[src/rtl/image_crop.sv]
// image_crop: forwards only pixels inside a programmable row/column window of a typed pixel stream.
// Defining IMAGE_CROP_DECIMATE_EN adds a decimate input that keeps only even rows/columns of the window.
`ifndef DTYPE_WIDTH
`define DTYPE_WIDTH 4
`endif
module image_crop #(
    parameter int DATA_WIDTH = 16,
    parameter int DIM_WIDTH  = 16
) (
    input  logic                    clk,
    input  logic                    resetb,
    input  logic                    enable,
    input  logic [DIM_WIDTH-1:0]    row_start,
    input  logic [DIM_WIDTH-1:0]    num_rows,
    input  logic [DIM_WIDTH-1:0]    col_start,
    input  logic [DIM_WIDTH-1:0]    num_cols,
`ifdef IMAGE_CROP_DECIMATE_EN
    input  logic                    decimate,
`endif
    input  logic                    dvi,
    input  logic [`DTYPE_WIDTH-1:0] dtypei,
    input  logic [DATA_WIDTH-1:0]   datai,
    output logic                    dvo,
    output logic [`DTYPE_WIDTH-1:0] dtypeo,
    output logic [DATA_WIDTH-1:0]   datao,
    output logic [DIM_WIDTH-1:0]    out_rows,
    output logic [DIM_WIDTH-1:0]    out_cols
);
    localparam logic [`DTYPE_WIDTH-1:0] DT_FS = `DTYPE_WIDTH'(1);
    localparam logic [`DTYPE_WIDTH-1:0] DT_FE = `DTYPE_WIDTH'(2);
    localparam logic [`DTYPE_WIDTH-1:0] DT_RS = `DTYPE_WIDTH'(3);
    localparam logic [`DTYPE_WIDTH-1:0] DT_RE = `DTYPE_WIDTH'(4);
    localparam logic [`DTYPE_WIDTH-1:0] DT_PX = `DTYPE_WIDTH'(5);
    localparam logic [0:0] BYPASS = 1'b0;
    localparam logic [0:0] CROP   = 1'b1;

    logic [0:0]           r_state;
    logic [DIM_WIDTH-1:0] r_row_start, r_num_rows, r_col_start, r_num_cols;
    logic [DIM_WIDTH-1:0] r_row_cnt, r_col_cnt, r_rows, r_pix;
    logic                 r_pend;
    logic                 w_dec, w_row_in, w_col_in, w_row_keep, w_col_keep, w_keep, w_emit;
    logic [DIM_WIDTH:0]   w_row_end, w_col_end;
    logic [DIM_WIDTH-1:0] w_row_off;
    logic [DATA_WIDTH-1:0] w_data;

`ifdef IMAGE_CROP_DECIMATE_EN
    logic r_dec;
    assign w_dec = r_state == CROP && r_dec;
`else
    assign w_dec = 1'b0;
`endif

    function automatic logic [DIM_WIDTH-1:0] sat_inc(input logic [DIM_WIDTH-1:0] v);
        return &v ? v : v + 1'b1;
    endfunction

    // one extra bit so start+count never wraps
    assign w_row_end  = {1'b0, r_row_start} + {1'b0, r_num_rows};
    assign w_col_end  = {1'b0, r_col_start} + {1'b0, r_num_cols};
    assign w_row_in   = r_row_cnt >= r_row_start && (r_num_rows == '0 || {1'b0, r_row_cnt} < w_row_end);
    assign w_col_in   = r_col_cnt >= r_col_start && (r_num_cols == '0 || {1'b0, r_col_cnt} < w_col_end);
    assign w_row_keep = w_row_in && !(w_dec && (r_row_cnt[0] ^ r_row_start[0]));
    assign w_col_keep = w_col_in && !(w_dec && (r_col_cnt[0] ^ r_col_start[0]));
    assign w_row_off  = r_row_cnt - r_row_start;
    assign w_keep     = r_state == BYPASS || (dtypei == DT_PX ? w_row_keep && w_col_keep :
                        (dtypei == DT_RS || dtypei == DT_RE) ? w_row_keep : 1'b1);
    assign w_emit     = dvi && w_keep;
    assign w_data     = (r_state == CROP && dtypei == DT_RS) ?
                        DATA_WIDTH'(w_dec ? w_row_off >> 1 : w_row_off) : datai;

    always_ff @(posedge clk or negedge resetb) begin
        if (!resetb) begin
            r_state     <= BYPASS;
            r_row_start <= '0;
            r_num_rows  <= '0;
            r_col_start <= '0;
            r_num_cols  <= '0;
`ifdef IMAGE_CROP_DECIMATE_EN
            r_dec       <= 1'b0;
`endif
            r_row_cnt   <= '0;
            r_col_cnt   <= '0;
            r_rows      <= '0;
            r_pix       <= '0;
            r_pend      <= 1'b0;
            dvo         <= 1'b0;
            dtypeo      <= '0;
            datao       <= '0;
            out_rows    <= '0;
            out_cols    <= '0;
        end else begin
            dvo    <= w_emit;
            dtypeo <= w_emit ? dtypei : '0;
            datao  <= w_emit ? w_data : '0;
            // stats become visible one cycle after FRAME_END leaves the block
            if (dvo && dtypeo == DT_FE) begin
                out_rows <= r_rows;
                out_cols <= r_pix;
            end
            if (dvi && dtypei == DT_FS) begin
                r_state     <= enable ? CROP : BYPASS;
                r_row_start <= row_start;
                r_num_rows  <= num_rows;
                r_col_start <= col_start;
                r_num_cols  <= num_cols;
`ifdef IMAGE_CROP_DECIMATE_EN
                r_dec       <= decimate;
`endif
                r_row_cnt   <= '0;
                r_col_cnt   <= '0;
                r_rows      <= '0;
                r_pix       <= '0;
                r_pend      <= 1'b0;
            end
            if (dvi && dtypei == DT_RS) begin
                r_col_cnt <= '0;
                if (w_keep) r_pix <= '0;
            end
            if (dvi && dtypei == DT_PX) begin
                r_col_cnt <= sat_inc(r_col_cnt);
                if (w_keep) begin
                    r_pix  <= sat_inc(r_pix);
                    r_pend <= 1'b1;
                end
            end
            if (dvi && dtypei == DT_RE) begin
                r_row_cnt <= sat_inc(r_row_cnt);
                r_col_cnt <= '0;
                if (w_keep) begin
                    r_rows <= sat_inc(r_rows);
                    r_pend <= 1'b0;
                end
            end
            // a last row cut short by FRAME_END still counts if it emitted pixels
            if (dvi && dtypei == DT_FE && r_pend) begin
                r_rows <= sat_inc(r_rows);
                r_pend <= 1'b0;
            end
        end
    end
endmodule

[config.mk]
export PLATFORM = sky130hd
export DESIGN_NAME = image_crop
export DESIGN_NICKNAME = d
export VERILOG_FILES = /design/src/rtl/image_crop.sv
export SDC_FILE = /design/constraint.sdc
export NUM_CORES = 1
export LEC_CHECK = 0
export ABC_AREA = 1
export CORE_AREA = 2 2 137 139
export DETAILED_ROUTE_END_ITERATION = 7
export DIE_AREA = 0 0 139 141
export DONT_BUFFER_PORTS = 1
export GPL_TIMING_DRIVEN = 0
export PLACE_DENSITY = 0.8
export SETUP_SLACK_MARGIN = 0.3
export SYNTH_ARGS = -nofsm -noshare
export SYNTH_HDL_FRONTEND = slang
export SYNTH_SLANG_ARGS = --single-unit
[constraint.sdc]
create_clock -name clk -period 9.2 [get_ports clk]
set_clock_uncertainty 0.05 [all_clocks]
set_input_delay 0.92 -clock clk [delete_from_list [all_inputs] [get_ports clk]]
set_output_delay 0.92 -clock clk [all_outputs]
set_load 0.05 [all_outputs]
* Word-level counts from Yosys, hierarchy flattened
Index checks and enable logic that the tools add are counted.
W data, S select, Z words.
** Operators by class
- $add $sub $neg :: 7
- Order comparisons :: 4
- Equal/unequal tests :: 9
- Muxes and demuxes :: 30
- Bitwise logic cells :: 1
- Reductions and logical operators :: 26
** Operators with widths (number)
- $mux W16 :: 20
- $add A16 B1 Y16 const B :: 4
- $reduce_and A16 Y1 :: 4
- $add A16 B16 Y17 :: 2
- $lt A16 B17 Y1 :: 2
- $ge A16 B16 Y1 :: 2
- $logic_not A16 Y1 :: 2
- $sub A16 B16 Y16 :: 1
- $eq A4 B2 Y1 const B :: 3
- $logic_and A1 B1 Y1 :: 12
- $mux W1 :: 9
- $eq A4 B3 Y1 const B :: 2
- $eq A4 B1 Y1 const B :: 1
- $logic_or A1 B1 Y1 :: 4
- $mux W4 :: 1
- $reduce_and A2 Y1 :: 2
- $reduce_bool A4 Y1 :: 1
- $ne A3 B2 Y1 const B :: 1
- $ne A3 B3 Y1 const B :: 1
- $ne A2 B2 Y1 const B :: 1
- $reduce_bool A2 Y1 :: 1
- $not A1 Y1 :: 1
** Word-level totals
- Register bits :: 183
- Input port bits :: 88
- Output and inout bits :: 53
- Logic and storage cells :: 92

* Longest topological paths before layout
- Depth in word-level cells :: 12
- Gate-level depth with buffers :: 28
- Mapped depth without buffers :: 28

* Least setup slack after synthesis
Ideal clock, no wire load.
- Path type :: register to register
- Start point :: register r_col_start[0]
- End point :: register r_pix[11]
- Setup time :: 67 ps
- Arrival time :: 3274 ps
- Data required time :: 9083 ps
- Slack :: 5809 ps
- Stages on the path, launching flop included :: 24
- Path buffers :: 0
- Clock period less this slack :: 3391 ps
- Path through :: dfrtp_1 ha_1 fa_1 a21oi_2 o21bai_2 a21oi_2 o21ai_0 xnor2_1 ha_1 a21oi_1 nor2_1 a211oi_1 nand2_1 nand2_1 nand2_1 nand2_1 nand2_1 nand2_1 nand2_1 nand2_1 nand2_4 a21oi_1 o21ai_0 nand2_1
** On the way
- Word-level cells in the longest chain between the ends :: 11
- Elaborated cells between the ends (all ways) :: 13
- Classes of those cells :: add/sub: 1; order compare: 2; eq/ne: 1; mux: 5; reduce/logical: 4
** Ends and longest elaborated chain
- from (decl) :: RTL line 38 : logic [DIM_WIDTH-1:0] r_row_start, r_num_rows, r_col_start, r_num_cols;
- from (signal assigned) :: RTL line 104 : r_col_start <= col_start;
- $add A16 B16 Y17 :: RTL line 59 : assign w_col_end = {1'b0, r_col_start} + {1'b0, r_num_cols};
- $lt A16 B17 Y1 :: RTL line 61 : assign w_col_in = r_col_cnt >= r_col_start && (r_num_cols == '0 || {1'b0, r_col_cnt} < w_col_end);
- $logic_or A1 B1 Y1 :: RTL line 61
- $logic_and A1 B1 Y1 (*) :: RTL line 61
- $logic_and A1 B1 Y1 (*) :: RTL line 65 : assign w_keep = r_state == BYPASS || (dtypei == DT_PX ? w_row_keep && w_col_keep :
- $mux W1 (*) :: RTL line 65
- $logic_or A1 B1 Y1 (*) :: RTL line 65
- $mux W16 :: RTL line 117 : if (w_keep) r_pix <= '0;
- $mux W16 :: RTL line 115 : if (dvi && dtypei == DT_RS) begin
- $mux W16 :: RTL line 121 : if (w_keep) begin
- $mux W16 :: RTL line 119 : if (dvi && dtypei == DT_PX) begin
- to (signal assigned) :: RTL line 122 : r_pix <= sat_inc(r_pix);
- to (decl) :: RTL line 39 : logic [DIM_WIDTH-1:0] r_row_cnt, r_col_cnt, r_rows, r_pix;
Every way passes the cells marked *; elsewhere a longest branch is shown, timed or not.
A chain may end at the register's enable or synchronous reset.

* Final worst setup path
- Start point :: register r_col_start[0]
- End point :: register r_pix[9]
The elaborated chain is that of the path after synthesis.

==> results.sh <==
export IMPL_synthToLayoutAreaGrowth_pct=7.41
export IMPL_avgSynthCellArea_um2=7.80
export IMPL_synth_edf_count=0
export IMPL_ctsRootBufferMaster="clkbuf_16"
export IMPL_setup_viol=0
export IMPL_async_flop_share_pct=100
export IMPL_drv_slew=0
export IMPL_setup_ws_ns=4.99
export IMPL_slew_headroom_pct=33.8
export IMPL_io_buffers=0
export IMPL_post_place_ws_ns=5.12
export IMPL_n_antenna_cell=0
export IMPL_synth_seq_cells=183
export IMPL_critPathLaunchType="flip-flop"
export IMPL_worstSetupEndpointType="flip-flop"
export IMPL_drtAntennaViolNets=0
export IMPL_path_max_fanout=8
export IMPL_vias_per_cell=5.78
export IMPL_synth_ff_type="dfrtp_1"
export IMPL_cts_htree_levels=4
export IMPL_mostFrequentLayoutCell="nand2_1"
export IMPL_hold_viol_final=0
export IMPL_period_share_pct=45.8
export IMPL_fp_dieH_um=141
export IMPL_yosysWarningCount=0
export IMPL_fin_crit_ns=4.21
export IMPL_grt_pass1_vias=9482
export IMPL_finalSetupTns_ns=0
export IMPL_yosysUniqueCellTypes=55
export IMPL_outcome="completed"
export IMPL_final_cell_mix="398 x nand2_1, 183 x dfrtp_1, 164 x inv_1"
export IMPL_power_density_nw_per_um2=237
export IMPL_synth_cell_area_um2=11600
export IMPL_p_leak_nw=6.19
export IMPL_maxCapViolCount=0
export IMPL_vdd_drop_max_mv=0.181
export IMPL_gp_congestion=0.911
export IMPL_drc_errors=0
export IMPL_dp_hpwl_um=20900
export IMPL_gr_usage_all_layers_pct=28.8
export IMPL_cts_hold_buf=0
export IMPL_syn_inst=1486
export IMPL_max_freq_mhz=237
export IMPL_cts_setup_buffers=0
export IMPL_critPathKind="flip-flop to flip-flop"
export IMPL_drive_gt1_share_pct=6.32
export IMPL_floorplan_rows=50
export IMPL_vias=10100
export IMPL_initial_core_util_pct=63.5
export IMPL_first_pass_iters=5
export IMPL_cp_required_ns=9.53
export IMPL_nNetsFinal=1694
export IMPL_path_clk_slew_ns=0.07
export IMPL_place_area_um2=11900
export IMPL_dieArea_um2=19600
export IMPL_ctsLongestPathBuffers=2
export IMPL_min_path_type="primary input to asynchronous set/reset pin"
export IMPL_wl_um=27900
export IMPL_dieWidth_um=139
export IMPL_clock_sinks=183
export IMPL_avgRoutedWirePerCell_um=15.9
export IMPL_final_core_utilization_pct=68.2
export IMPL_numCtsBuffers=17
export IMPL_core_area_um2=18300
export IMPL_cts_tree="built"
export IMPL_io_pin_count=141
export IMPL_fillers=1537
export IMPL_drtIter0Drc=809
export IMPL_cts_resized=0
export IMPL_grt_antenna_before_repair=0
export IMPL_worstMarginPinSlew_ns=0.983
export IMPL_clock_latency_ns=0.45
export IMPL_cp_arrival_ns=4.54
export IMPL_final_cell_area_um2=12500
export IMPL_grt_pass1_wl_um=45700
export IMPL_grt_max_degree=184
export IMPL_syn_nets=1675
export IMPL_grt_setup_unrepaired="false"
export IMPL_grt_overflow_total=0
export IMPL_yosysSeqAreaShare_pct=39.5
registers in the layout (all words and copies together) (netlist names):
name and count:
datao 16, out_cols 16, out_rows 16, r_col_cnt 16
r_col_start 16, r_num_cols 16, r_num_rows 16, r_pix 16
r_row_cnt 16, r_row_start 16, r_rows 16, dtypeo 4
dvo 1, r_pend 1, r_state 1
final cells by class:
type	instances	area, um^2	area share, %
Multi-Input combinational cell	1091	6180	49.6
Tap cell	234	293	2.35
Clock inverter	15	141	1.14
Sequential cell	183	4580	36.8
Buffer	39	183	1.47
Clock buffer	17	425	3.42
Inverter	173	649	5.21
Yosys cell counts (all sizes together), types with 9 or more instances:
library cell,instances,area (um^2)
xnor2,16,140
nand2,409,1590
dfrtp,183,4580
nand4,12,75.1
nor2,98,385
nand3,58,300
clkbuf,30,113
a21oi,121,628
o21ai,144,758
nor4,14,93.8
inv,172,646
ha,98,1230
xor2,41,359
buf,9,70.1
nor3,31,185
critical path, cell delays in order (launching register included):
cell and delay [ns]:
dfrtp_1 0.44, ha_1 0.26, fa_1 0.44, a21oi_2 0.17, o21bai_2 0.11, a21oi_2 0.24
inv_2 0.04, nand2_1 0.07, nand2_2 0.07, xnor2_1 0.19, ha_1 0.28, nand2_1 0.10
nor2_1 0.05, a211oi_1 0.16, nand2_1 0.08, nand2_1 0.06, nand2_1 0.05, nand2_1 0.05
nand2_1 0.05, nand2_1 0.08, nand2_1 0.10, nand2_1 0.13, nand2_4 0.09, a21oi_1 0.48
o21ai_0 0.19, nand2_1 0.12
metrics by stage:
stage | total power, mW | hold WS (ns) | instances
3_3_place_gp | 2.19 | 0.446 | 1720
4_1_cts | 2.95 | 0.117 | 1752
2_1_floorplan | 2.02 | 0.425 | 1486
3_5_place_dp | 2.24 | 0.450 | 1720
6_report | 2.95 | 0.119 | 1752
5_1_grt | 3.15 | 0.109 | 1752
power by group:
group | internal [mW] | leakage (nW) | switching [mW]
Clock | 0.356 | 0.262 | 0.350
Combinational | 0.389 | 3.56 | 0.595
Sequential | 0.953 | 2.37 | 0.310
worst paths after layout:
check | start | end | slack (ns) | cells past startpoint
max reg2reg | r_col_start[0] | r_pix[9] | 4.99 | 25
max | r_col_start[0] | r_pix[9] | 4.99 | 25
min | resetb | out_rows[4] | 0.12 | 0
min in group clk | r_num_rows[12] | r_num_rows[12] | 0.47 | 2
max in group asynchronous | resetb | r_row_cnt[2] | 8.57 | 0
min reg2reg | r_num_rows[12] | r_num_rows[12] | 0.47 | 2
per-layer routing:
metal | vias up | track usage [%] | wire, um
li1 | 4935 | - | -
met1 | 4763 | 40.2 | 12600
met2 | 374 | 46.5 | 12700
met3 | 51 | 4.79 | 1920
met4 | 0 | 8.98 | 586
met5 | - | 0 | 0
kinds of logic after synthesis:
logic type	share of synthesized area (%)
AOI/OAI and AO/OA	14.5
xor gates and xnor gates	4.31
adders and majority gates	11.1
buffers and inverters	7.18
DFF	39.5
muxes	0.194
and+or+nand+nor	23.2
(Power assumes the default switching activity.)
